`src/rtl/serial_subtractor.sv`:
```
// serial_subtractor
//   Bit-serial unsigned subtractor: computes A - B - B_in one bit per clock,
//   LSB first, with a single full-subtractor cell and a borrow flip-flop.
//   A start/done handshake allows back-to-back operations.
//
// Ports
//   clk    in   clock, rising edge
//   rst_n  in   asynchronous reset, active-low
//   start  in   request; sampled only in IDLE
//   A, B   in   WIDTH-bit minuend/subtrahend, latched when start is accepted
//   B_in   in   borrow-in, latched when start is accepted
//   busy   out  high while an operation is in progress
//   done   out  one-cycle pulse; diff/B_out valid from this cycle
//   diff   out  (A - B - B_in) mod 2^WIDTH, held until the next completion
//   B_out  out  final borrow (1 iff A < B + B_in)
//
// state | meaning
// ------+-----------------------------------------------------------
// IDLE  | waiting for start; diff/B_out hold the last result
// SHIFT | one bit per edge, counter selects bit; WIDTH edges total
// DONE  | done pulse for one cycle, then back to IDLE

module serial_subtractor #(
   parameter int WIDTH = 4
) (
   input  logic             clk,
   input  logic             rst_n,
   input  logic             start,
   input  logic [WIDTH-1:0] A,
   input  logic [WIDTH-1:0] B,
   input  logic             B_in,
   output logic             busy,
   output logic             done,
   output logic [WIDTH-1:0] diff,
   output logic             B_out
);

   // Counter needs at least one bit even when WIDTH=1.
   localparam int CW = (WIDTH > 1) ? $clog2(WIDTH) : 1;
   localparam logic [CW-1:0] LAST = CW'(WIDTH - 1);

   typedef enum logic [1:0] {
      IDLE  = 2'd0,
      SHIFT = 2'd1,
      DONE  = 2'd2
   } state_t;

   state_t           state;
   logic [WIDTH-1:0] a_sr;
   logic [WIDTH-1:0] b_sr;
   logic [WIDTH-1:0] res_sr;
   logic             br;
   logic [CW-1:0]    cnt;

   logic             a_bit;
   logic             b_bit;
   logic             d_bit;
   logic             br_next;
   logic [WIDTH-1:0] d_msb;
   logic [WIDTH-1:0] res_next;

   always_comb begin
      a_bit   = a_sr[0];
      b_bit   = b_sr[0];
      d_bit   = a_bit ^ b_bit ^ br;
      br_next = (~a_bit & b_bit) | (~(a_bit ^ b_bit) & br);
      // Result enters from the MSB end so after WIDTH shifts bit 0 lands at [0].
      d_msb            = '0;
      d_msb[WIDTH-1]   = d_bit;
      res_next         = (res_sr >> 1) | d_msb;
   end

   always_ff @(posedge clk or negedge rst_n) begin
      if (!rst_n) begin
         state  <= IDLE;
         a_sr   <= '0;
         b_sr   <= '0;
         res_sr <= '0;
         br     <= 1'b0;
         cnt    <= '0;
         busy   <= 1'b0;
         done   <= 1'b0;
         diff   <= '0;
         B_out  <= 1'b0;
      end else begin
         case (state)
            IDLE: begin
               done <= 1'b0;
               if (start) begin
                  a_sr  <= A;
                  b_sr  <= B;
                  br    <= B_in;
                  cnt   <= '0;
                  busy  <= 1'b1;
                  state <= SHIFT;
               end
            end
            SHIFT: begin
               a_sr   <= a_sr >> 1;
               b_sr   <= b_sr >> 1;
               res_sr <= res_next;
               br     <= br_next;
               cnt    <= cnt + 1'b1;
               if (cnt == LAST) begin
                  diff  <= res_next;
                  B_out <= br_next;
                  busy  <= 1'b0;
                  done  <= 1'b1;
                  state <= DONE;
               end
            end
            DONE: begin
               done  <= 1'b0;
               state <= IDLE;
            end
            default: begin
               busy  <= 1'b0;
               done  <= 1'b0;
               state <= IDLE;
            end
         endcase
      end
   end

endmodule

```
`config.mk`:
```
export PLATFORM = sky130hd
export DESIGN_NAME = serial_subtractor
export DESIGN_NICKNAME = d
export VERILOG_FILES = /design/src/rtl/serial_subtractor.sv
export SDC_FILE = /design/constraint.sdc
export NUM_CORES = 1
export LEC_CHECK = 0
export CAP_MARGIN = 20
export CELL_PAD_IN_SITES_DETAIL_PLACEMENT = 0
export CELL_PAD_IN_SITES_GLOBAL_PLACEMENT = 1
export CORE_MARGIN = 4
export CORE_UTILIZATION = 33
export DETAILED_ROUTE_END_ITERATION = 10
export PLACE_DENSITY_LB_ADDON = 0.1
export REMOVE_ABC_BUFFERS = 1
export SLEW_MARGIN = 40
export SYNTH_ARGS = -nofsm -noshare
export SYNTH_HDL_FRONTEND = slang
export SYNTH_SLANG_ARGS = --single-unit
```
`constraint.sdc`:
```
create_clock -name clk -period 1.2 [get_ports clk]
set_input_delay 0.3 -clock clk [delete_from_list [all_inputs] [get_ports clk]]
set_output_delay 0.3 -clock clk [all_outputs]
set_load 0.02 [all_outputs]
```
==> summary.txt <==
Setup path
  • Crit. End Element: register
  • CP Launch Type: register
  • Worst Path Max Fanout: 2
  • WP data arrival: 1520 ps
  • WP data required: 1420 ps
  • Setup Crit Path Kind: register to register

Final layout
  • Most frequent cells in the layout: buf_4, dfrtp_1, buf_6
  • Commonest non-fill, non-tap cell in the layout: buf_4
  • Number of diodes: 0
  • Final Util: 0.548
  • Share of cells above drive strength 1: 0.529
  • Final nets: 155
  • Area delta synth->final: 58.0%

CTS
  • Hold Buf Count CTS: 0
  • H-tree Lvls: 1
  • CTS clock-pin slew for the worst setup and hold paths: 130 ps
  • CTS Sinks: 23
  • Maximum root-to-sink buffer count: 2
  • Worst-Skew Late Latency: 310 ps
  • TritonCTS Buffers: 3
  • CTS tree: built
  • Root Buffer: clkbuf_4

Routing
  • Starting DRT DRC Count: 9
  • Post-DRT Antenna Nets: 0
  • Drc violations: 0
  • Routed WL: 2.40 mm
  • Vias: 830
  • Drt pass-1 iters: 2
  • WL/cell: 13.0 um
  • DR vias/cell: 4.51

Placement
  • PortBufs: 18
  • Gpl congestion: 0.715
  • Post-DP HPWL: 1.71 mm

STA
  • Final Max Tran Viols: 0
  • Post-route setup TNS: -201 ps
  • Setup-failing EPs final: 3
  • Unrepaired setup endpoints after global routing: yes
  • Slew HR: 0.852
  • Hold WS: 305 ps
  • Hold Violations, Final: 0
  • Highest Clock Rate: 0.770 GHz
  • Period minus WS final: 1300 ps
  • Measured slew at the worst slew-check pin: 221 ps
  • Final worst path period share: 1.08
  • Clock skew: 10.9 ps
  • Final WS setup: -98.8 ps

Logic synthesis
  • Unique masters post-synth: 25
  • Post-synthesis sequential area ratio: 0.544
  • Netlist Area Pre-Place: 1060 um2
  • YS warnings: 0
  • Synthesized flop and latch total: 23
  • Avg Cell Area, Syn: 12.0 um2
  • Cells after synthesis: 88

Global routing
  • Global-route wire length before repair: 3.86 mm
  • Global Route Usage Sum: 0.120
  • Pin count of the biggest net entering global routing: 24
  • Initial antenna violation count: 0
  • Vias in the first global route: 868
  • Total grt overflow: 0

Floorplanning
  • I/O pins: 19
  • Core area: 3050 um2
  • Die area: 4180 um2
  • Die W: 64.6 um
  • Starting Density: 0.347
  • # rows: 20
  • Chip Height: 64.6 um

Min path
  • HP Class: input pin to asynchronous set/reset pin

Run
  • Max cap viols: 0

Power and ir drop
  • Lkg Pwr: 0.795 nW
  • Peak supply drop: 1.04 mV
  • Pwr Density: 2700 nW/um2

Run status
  • Status: complete, but fails checks
  • Failing checks: negative setup slack
==> repair_timing <==
item | 4_1_cts | 5_1_grt
setup endpoints to repair | 23 | 26
setup buffers | 4 | 9
hold endpoints to repair | 0 | 0
gates resized for setup | 30 | 40
pin swaps | 0 | 5
==> logic make-up after synthesis <==
| logic type | Yosys count | share of synthesized area |
|---|---|---|
| buffers and inverters | 10 | 0.0508 |
| DFF | 23 | 0.544 |
| AOI/OAI and AO/OA | 24 | 0.162 |
| muxes | 7 | 0.0993 |
| adders and majority gates | 2 | 0.0307 |
| and+or+nand+nor | 22 | 0.113 |
==> synth_stat cells <==
cell type,number,area [um2]
fa_1,1,20.0
o2bb2ai_1,1,8.76
nand2_1,5,18.8
mux2_4,7,105
inv_1,6,22.5
o21ai_0,8,40.0
nand2b_1,2,12.5
o221a_2,2,22.5
o32ai_1,1,8.76
a21boi_0,1,7.51
nor3_1,3,15.0
buf_4,2,15.0
a21oi_1,3,15.0
nand3b_4,1,20.0
nor2b_1,1,6.26
a221oi_2,1,15.0
ha_1,1,12.5
dfrtp_1,23,576
o22ai_1,6,37.5
o21ba_4,1,16.3
or2_2,1,6.26
nand3b_1,2,15.0
buf_2,1,5.00
nor2_1,7,26.3
buf_6,1,11.3
==> area by class of cell <==
class / count / area (um2)
Clock buffer: 3 / 22.5
Clock inverter: 1 / 5.00
Fill cell: 282 / 1380
Inverter: 6 / 22.5
Multi-Input combinational cell: 55 / 514
Sequential cell: 23 / 578
Tap cell: 44 / 55.1
Timing Repair Buffer: 52 / 475
==> flip-flops by register name, indices dropped and copies added (netlist names) <==
signal,flops
res_sr,3
a_sr,4
cnt,2
diff,4
b_sr,4
state,2
done,1
busy,1
br,1
B_out,1
==> path summary, 6_finish.rpt <==
check	start	end	slack (ps)	cells past startpoint
worst min register to register	res_sr[1]$_DFFE_PN0P_	diff[0]$_DFFE_PN0P_	530	1
worst max-delay path	br$_DFFE_PN0P_	diff[3]$_DFFE_PN0P_	-100	3
worst min-delay path	rst_n	diff[0]$_DFFE_PN0P_	300	2
max in group asynchronous	rst_n	b_sr[0]$_DFFE_PN0P_	740	2
worst max register to register	br$_DFFE_PN0P_	diff[3]$_DFFE_PN0P_	-100	3
min in group clk	start	a_sr[0]$_DFFE_PN0P_	510	4
==> where the power goes <==
part,total [mW],switching (mW),internal (mW)
registers,1.48,0.326,1.16
clock network,0.361,0.236,0.125
logic,2.68,1.02,1.65
total,4.52,1.58,2.94
==> critical path, cell delays in order (launching register included) <==
cell and delay, ps:
dfrtp_1 410, inv_2 70, fa_2 440, mux2_4 270
==> routing by layer <==
metal,vias up,part of all wire,track usage
li1,415,-,-
met1,400,0.45,0.143
met2,13,0.51,0.205
met3,2,0.033,0.0381
met4,0,0.0046,0.0343
met5,-,0,0
==> metrics by stage <==
stage	worst slack [ps]	instance area, um2	std cells	total power, mW
floorplan	-94.0	1030	84	2.60
global placement	-318	1430	167	3.53
detailed placement	-335	1430	167	3.59
CTS	-105	1460	175	3.92
global route	-131	1670	184	4.86
finish	-98.8	1670	184	4.52
Power figures use the tool's default switching activity.
